===== src/rtl/mem_stage_ctrl_pkg.sv =====
// Shared processor definitions: memory opcodes and the MEM-stage FSM encoding.
package mem_stage_ctrl_pkg;

    localparam logic [3:0] LW_OP_DEF = 4'b1000;
    localparam logic [3:0] SW_OP_DEF = 4'b1001;

    typedef enum logic [1:0] {
        ST_IDLE = 2'd0,
        ST_BUSY = 2'd1,
        ST_DONE = 2'd2
    } mem_state_e;

    // True when the EX/MEM slot holds a real load or store.
    function automatic logic is_mem_op(input logic       valid,
                                       input logic [3:0] op,
                                       input logic [3:0] lw_op,
                                       input logic [3:0] sw_op);
        return valid && ((op == lw_op) || (op == sw_op));
    endfunction

endpackage


===== src/rtl/mem_stage_ctrl_if.sv =====
// Data-memory request/response bus between the MEM stage and the memory.
interface mem_stage_ctrl_if;

    logic        mem_req;
    logic        mem_we;
    logic [15:0] mem_addr;
    logic [15:0] mem_wdata;
    logic [15:0] mem_rdata;
    logic        mem_ack;

    modport master (
        output mem_req, mem_we, mem_addr, mem_wdata,
        input  mem_rdata, mem_ack
    );

    modport slave (
        input  mem_req, mem_we, mem_addr, mem_wdata,
        output mem_rdata, mem_ack
    );

endinterface


===== src/rtl/mem_stage_ctrl_wait_ctr.sv =====
// Wait counter for the BUSY phase; tc flags the last permitted wait cycle.
module mem_wait_ctr #(
    parameter int TIMEOUT = 16
) (
    input  logic clk,
    input  logic rst,
    input  logic clr,
    input  logic en,
    output logic tc
);

    localparam int W = (TIMEOUT > 1) ? $clog2(TIMEOUT) : 1;

    logic [W-1:0] cnt;

    // Count BUSY cycles; cleared whenever the FSM is outside BUSY.
    always_ff @(posedge clk or negedge rst) begin
        if (!rst) begin
            cnt <= '0;
        end else if (clr) begin
            cnt <= '0;
        end else if (en) begin
            cnt <= cnt + W'(1);
        end
    end

    assign tc = (cnt == W'(TIMEOUT - 1));

endmodule


===== src/rtl/mem_stage_ctrl.sv =====
// MEM-stage controller: stalls the pipe while a load/store waits on the data memory.
//
// state   | meaning
// --------+-------------------------------------------------------------
// ST_IDLE | no access in flight; pass-through or capture a new load/store
// ST_BUSY | request on the bus, waiting for mem_ack or the timeout
// ST_DONE | one-cycle completion: pipe released, load result presented
module mem_stage_ctrl
    import mem_stage_ctrl_pkg::*;
#(
    parameter logic [3:0] LW_OP   = LW_OP_DEF,
    parameter logic [3:0] SW_OP   = SW_OP_DEF,
    parameter int         TIMEOUT = 16
) (
    input  logic              clk,
    input  logic              rst,
    input  logic              valid_i,
    input  logic [3:0]        op_i,
    input  logic [15:0]       mem_addr_i,
    input  logic [15:0]       alu_data_i,
    input  logic [3:0]        rd_i,
    mem_stage_ctrl_if.master  mem,
    output logic              pipe_wen,
    output logic [15:0]       load_data_o,
    output logic [3:0]        load_rd_o,
    output logic              load_valid_o,
    output logic              err_o
);

    mem_state_e  state;
    mem_state_e  state_nxt;
    logic        mem_op;
    logic        capture;
    logic        req;
    logic        wen_fsm;
    logic        ack_hit;
    logic        tmo_hit;
    logic        tc;
    logic        we_q;
    logic [15:0] addr_q;
    logic [15:0] wdata_q;
    logic [3:0]  rd_q;

    assign mem_op = is_mem_op(valid_i, op_i, LW_OP, SW_OP);

    mem_wait_ctr #(.TIMEOUT(TIMEOUT)) u_wait_ctr (
        .clk (clk),
        .rst (rst),
        .clr (state != ST_BUSY),
        .en  (state == ST_BUSY),
        .tc  (tc)
    );

    // State register.
    always_ff @(posedge clk or negedge rst) begin
        if (!rst) begin
            state <= ST_IDLE;
        end else begin
            state <= state_nxt;
        end
    end

    // Next state and handshake decode; ack has priority over the timeout.
    always_comb begin
        state_nxt = state;
        capture   = 1'b0;
        req       = 1'b0;
        wen_fsm   = 1'b1;
        ack_hit   = 1'b0;
        tmo_hit   = 1'b0;
        case (state)
            ST_IDLE: begin
                if (mem_op) begin
                    wen_fsm   = 1'b0;
                    capture   = 1'b1;
                    state_nxt = ST_BUSY;
                end
            end
            ST_BUSY: begin
                wen_fsm = 1'b0;
                req     = 1'b1;
                if (mem.mem_ack) begin
                    ack_hit   = 1'b1;
                    state_nxt = ST_DONE;
                end else if (tc) begin
                    tmo_hit   = 1'b1;
                    state_nxt = ST_DONE;
                end
            end
            ST_DONE: begin
                state_nxt = ST_IDLE;
            end
            default: begin
                state_nxt = ST_IDLE;
            end
        endcase
    end

    // Latch the access so the bus stays stable for the whole BUSY phase.
    always_ff @(posedge clk or negedge rst) begin
        if (!rst) begin
            we_q    <= 1'b0;
            addr_q  <= '0;
            wdata_q <= '0;
            rd_q    <= '0;
        end else if (capture) begin
            we_q    <= (op_i == SW_OP);
            addr_q  <= mem_addr_i;
            wdata_q <= alu_data_i;
            rd_q    <= rd_i;
        end
    end

    // Load result (zeroed on timeout) and the sticky timeout flag.
    always_ff @(posedge clk or negedge rst) begin
        if (!rst) begin
            load_data_o <= '0;
            load_rd_o   <= '0;
            err_o       <= 1'b0;
        end else begin
            if (ack_hit && !we_q) begin
                load_data_o <= mem.mem_rdata;
                load_rd_o   <= rd_q;
            end else if (tmo_hit && !we_q) begin
                load_data_o <= '0;
                load_rd_o   <= rd_q;
            end
            if (tmo_hit) begin
                err_o <= 1'b1;
            end
        end
    end

    // Upstream registers must be free to load while reset is held.
    assign pipe_wen      = !rst || wen_fsm;
    assign load_valid_o  = (state == ST_DONE) && !we_q;
    assign mem.mem_req   = req;
    assign mem.mem_we    = we_q;
    assign mem.mem_addr  = addr_q;
    assign mem.mem_wdata = wdata_q;

endmodule


===== src/flat_wrapper.sv =====
// flat-port wrapper written by rule: the top's interface ports become plain ports
module mem_stage_ctrl_flat import mem_stage_ctrl_pkg::*;
#(
    parameter logic [3:0] LW_OP   = LW_OP_DEF,
    parameter logic [3:0] SW_OP   = SW_OP_DEF,
    parameter int         TIMEOUT = 16
)
  (clk, rst, valid_i, op_i, mem_addr_i, alu_data_i, rd_i, pipe_wen, load_data_o, load_rd_o, load_valid_o, err_o, mem_mem_req, mem_mem_we, mem_mem_addr, mem_mem_wdata, mem_mem_rdata, mem_mem_ack);
  mem_stage_ctrl_if mem_i ();
  input  logic clk;
  input  logic rst;
  input  logic valid_i;
  input  logic [3:0] op_i;
  input  logic [15:0] mem_addr_i;
  input  logic [15:0] alu_data_i;
  input  logic [3:0] rd_i;
  output logic pipe_wen;
  output logic [15:0] load_data_o;
  output logic [3:0] load_rd_o;
  output logic load_valid_o;
  output logic err_o;
  output wire logic [$bits(mem_i.mem_req)-1:0] mem_mem_req;
  output wire logic [$bits(mem_i.mem_we)-1:0] mem_mem_we;
  output wire logic [$bits(mem_i.mem_addr)-1:0] mem_mem_addr;
  output wire logic [$bits(mem_i.mem_wdata)-1:0] mem_mem_wdata;
  input wire logic [$bits(mem_i.mem_rdata)-1:0] mem_mem_rdata;
  input wire logic [$bits(mem_i.mem_ack)-1:0] mem_mem_ack;
  assign mem_mem_req = mem_i.mem_req;
  assign mem_mem_we = mem_i.mem_we;
  assign mem_mem_addr = mem_i.mem_addr;
  assign mem_mem_wdata = mem_i.mem_wdata;
  assign mem_i.mem_rdata = mem_mem_rdata;
  assign mem_i.mem_ack = mem_mem_ack;
  mem_stage_ctrl #(.LW_OP(LW_OP), .SW_OP(SW_OP), .TIMEOUT(TIMEOUT)) u_core (.clk(clk), .rst(rst), .valid_i(valid_i), .op_i(op_i), .mem_addr_i(mem_addr_i), .alu_data_i(alu_data_i), .rd_i(rd_i), .mem(mem_i), .pipe_wen(pipe_wen), .load_data_o(load_data_o), .load_rd_o(load_rd_o), .load_valid_o(load_valid_o), .err_o(err_o));
endmodule

===== config.mk =====
export PLATFORM = sky130hd
export DESIGN_NAME = mem_stage_ctrl_flat
export DESIGN_NICKNAME = d
export VERILOG_FILES = /design/src/rtl/mem_stage_ctrl_pkg.sv /design/src/rtl/mem_stage_ctrl_if.sv /design/src/rtl/mem_stage_ctrl_wait_ctr.sv /design/src/rtl/mem_stage_ctrl.sv /design/src/flat_wrapper.sv
export SDC_FILE = /design/constraint.sdc
export NUM_CORES = 1
export LEC_CHECK = 0
export CORE_ASPECT_RATIO = 1.4
export CORE_MARGIN = 3
export CORE_UTILIZATION = 40
export DETAILED_ROUTE_END_ITERATION = 7
export PLACE_DENSITY = 0.79
export REMOVE_ABC_BUFFERS = 1
export SETUP_SLACK_MARGIN = 0.2
export SKIP_CTS_REPAIR_TIMING = 1
export SLEW_MARGIN = 10
export SYNTH_ARGS = -nofsm -noshare
export SYNTH_HDL_FRONTEND = slang
export SYNTH_HIERARCHICAL = 1
export SYNTH_SLANG_ARGS = --single-unit
export TNS_END_PERCENT = 20

===== constraint.sdc =====
create_clock -name clk -period 2 [get_ports clk]
set_input_delay 0.2 -clock clk [delete_from_list [all_inputs] [get_ports clk]]
set_output_delay 0.2 -clock clk [all_outputs]
set_load 0.005 [all_outputs]

==> flow_metrics.py <==
metrics = {
    "run_status": {
        "status": "completed",
    },
    "synth": {
        "synth_adder_area_share_pct": 0.5089,
        "synth_edf_count": 0,
        "synth_top_area_share_pct": 65.14,
        "synth_warnings": 6,
        "synth_cell_types": 28,
        "yosysMostFrequentCell": "dfrtp_1",
        "synth_top_family_by_area": "multiplexers",
        "synth_xor_area_share_pct": 0.3562,
        "synthMuxAreaShare_pct": 20.41,
        "ys_seq_elements": 64,
        "yosysTopAreaCell": "dfrtp_1",
        "syn_avg_cell_area_um2": 15.76,
        "ys.flop_type": "dfrtp_1",
        "synth_area_um2": 2459,
        "synth_common_cells": "dfrtp_1, mux2_1, a22o_1",
        "synthSimpleGateAreaFrac_pct": 4.427,
        "synth_compound_area_share_pct": 7.176,
        "ys_seq_area_share_pct": 65.14,
        "synthArstFlopShare_pct": 100.0,
        "ys_top_cells_by_area": "dfrtp_1, mux2_1, a22o_1",
        "syn-instance-count": 156,
    },
    "cts": {
        "cts-buffers-inserted": 9,
        "cts_tree": "built",
        "clkSlewWorstSetupHoldPaths_ps": 70,
        "clk_root_buffer_cell": "clkbuf_8",
        "insertion_delay_ps": 320,
        "clockBufferDepth": 2,
        "h-tree-depth": 3,
        "clock_sinks": 64,
    },
    "global_route": {
        "grt_pass1_wl_mm": 9.080,
        "grtUsageTotal_pct": 16.57,
        "overflow": 0,
        "grt_pass1_vias": 1919,
        "antenna_found_initial": 0,
        "grt_max_degree": 65,
    },
    "timing": {
        "worst_pin_slew_ps": 777.7,
        "fin_skew_ps": 5.010,
        "finalCriticalPeriod_ps": 1753,
        "fin_crit_sh_pct": 87.65,
        "fmax_ghz": 0.5705,
        "slew_headroom_pct": 48.15,
        "rsz0062_at_grt": "yes",
        "hold_viol": 0,
        "drv_slew": 0,
        "hold_ws_ps": 83.13,
        "setup_violations": 0,
        "finalSetupTns_ps": 0,
    },
    "setup_path": {
        "cp_top_family": "simple AND/OR/NAND/NOR gates",
        "critPathMaxStageDelay_ps": 370,
        "worstSetupStartpointType": "register",
        "arrival_ps": 1960,
        "critPathCaptureType": "register",
        "critPathKind": "register to register",
        "crit_chain": "ha_2 > and3_4 > nor2_1 > or3_4 > buf_12 > mux2_4",
        "slowest_stage": "dfrtp_1",
        "reg2reg_depth": 6,
        "cp_max_fo": 20,
        "r2r_end": "u_core/load_rd_o[2]",
        "worst-path-buf-inv": 1,
        "required_ps": 2200,
        "r2r-start": "u_core/u_wait_ctr/cnt[0]",
        "r2r_slack_ps": 250,
    },
    "drt": {
        "routed_wl_mm": 5.351,
        "dr.pass1.iters": 4,
        "vias": 1775,
        "drc": 0,
        "ant_nets": 0,
        "via_per_inst": 4.917,
        "wl_per_cell_um": 14.82,
        "drt-initial-drc-count": 70,
    },
    "cells_and_area": {
        "fin_area_um2": 3996,
        "drive_gt1_share_pct": 17.53,
        "fill_cells": 474,
        "fin_nets": 347,
        "antenna_cells": 0,
        "area_delta_synth_final_pct": 62.54,
        "fin_util_pct": 67.68,
    },
    "floorplanning": {
        "rows": 33,
        "core_um2": 5904,
        "dieWidth_um": 72.26,
        "die_height_um": 98.77,
        "die_area_um2": 7137,
        "io_pins": 117,
        "start_util_pct": 41.64,
    },
    "power": {
        "power.density_nw_per_um2": 1051,
        "power_leakage_nw": 1.757,
        "irDropWorstVdd_mv": 0.6304,
    },
    "worst_hold_path": {
        "hp-class": "input pin to async pin",
    },
    "placed_design": {
        "placed_cell_area_um2": 3706,
        "gp_routability_congestion": 0.7026,
        "dpl.hpwl_mm": 3.796,
        "numPortBuffers": 116,
    },
    "flow_run": {
        "drv_cap": 0,
    },
}
[kinds of logic (layout without fill, tap and decap cells)]
logic type | Yosys count | after routing
fa+ha+maj | 1 | 1
compound gates | 21 | 21
simple gates | 17 | 17
xor+xnor | 1 | 1
flops | 64 | 64
mux | 43 | 43
buf+inv | 9 | 144
[worst register-to-register path, delay by kind of cell, from the launching register on]
kind                     cells  cell delay [ps]
AND/OR/NAND/NOR              3              580
multiplexers                 1              310
flip-flops                   1              370
adder cells (fa/ha/maj)      1              210
buffers and inverters        1              170
[routing by layer]
layer / global-route usage, % / up-vias / part of all wire [%]
met5: 0 / - / 0
met3: 6.633 / 8 / 9.2
met1: 20.47 / 864 / 40
met2: 25.96 / 82 / 50
li1: - / 821 / -
met4: 6.078 / 0 / 1.4
[power breakdown]
part           leakage (nW)  total [mW]  internal, mW  switching [mW]
registers             0.797        1.81          1.64           0.179
logic                 0.852        1.20         0.886           0.318
clock network         0.108        1.18         0.736           0.445
[placed cells by master, fill, tap and decap left out, types with 2 or more instances in the layout]
cell type	netlist	final
clkbuf_8	0	10
mux2_1	25	25
buf_4	0	8
nor2_1	6	6
clkbuf_1	0	3
a22o_1	16	16
clkdlybuf4s50_1	0	114
buf_12	0	2
nor2b_1	2	2
mux2_2	12	12
dfrtp_1	64	64
mux2_4	5	5
bufinv_16	0	2
[flip-flops by register name (all words and copies together), names as in the netlist, 2 cells and up]
register / flops
u_core/mem.mem_addr: 16
u_core/u_wait_ctr/cnt: 4
u_core/load_rd_o: 4
u_core/rd_q: 4
u_core/load_data_o: 16
u_core/state: 2
u_core/mem.mem_wdata: 16
[how the worst max path moves through the flow]
stage | startpoint | to | slack [ps] | cells after the start
3_3_place_gp | u_core/u_wait_ctr/cnt[0] | u_core/load_rd_o[1] | 260 | 6
3_5_place_dp | u_core/u_wait_ctr/cnt[0] | u_core/load_rd_o[2] | 210 | 6
4_1_cts | u_core/state[1] | mem_mem_req | 90 | 3
5_1_grt | u_core/u_wait_ctr/cnt[1] | u_core/load_rd_o[2] | 170 | 6
2_1_floorplan | u_core/state[0] | u_core/mem.mem_addr[10] | 160 | 3
6_report | u_core/u_wait_ctr/cnt[0] | u_core/load_rd_o[2] | 250 | 6
[stage by stage]
| step | power [mW] | setup WS, ps | std cells |
|---|---|---|---|
| final | 4.199 | 247.1 | 361 |
| after global routing | 4.450 | 171.5 | 361 |
| after CTS | 4.253 | 91.78 | 355 |
| after detailed placement | 3.048 | 209.6 | 339 |
| after global placement | 3.019 | 256.3 | 339 |
| after floorplan | 2.174 | 156.3 | 149 |
[cell type report]
type	instances	area, um^2	share of cell area, %
repair buffers	126	1259	31.50
clock inverters	3	65.06	1.628
well taps	70	87.58	2.192
multi-input cells	83	823.3	20.60
inverters	2	11.26	0.2818
clock buffers	13	148.9	3.726
flip-flops and latches	64	1602	40.08
No activity file was read; power rests on OpenSTA's default activity.
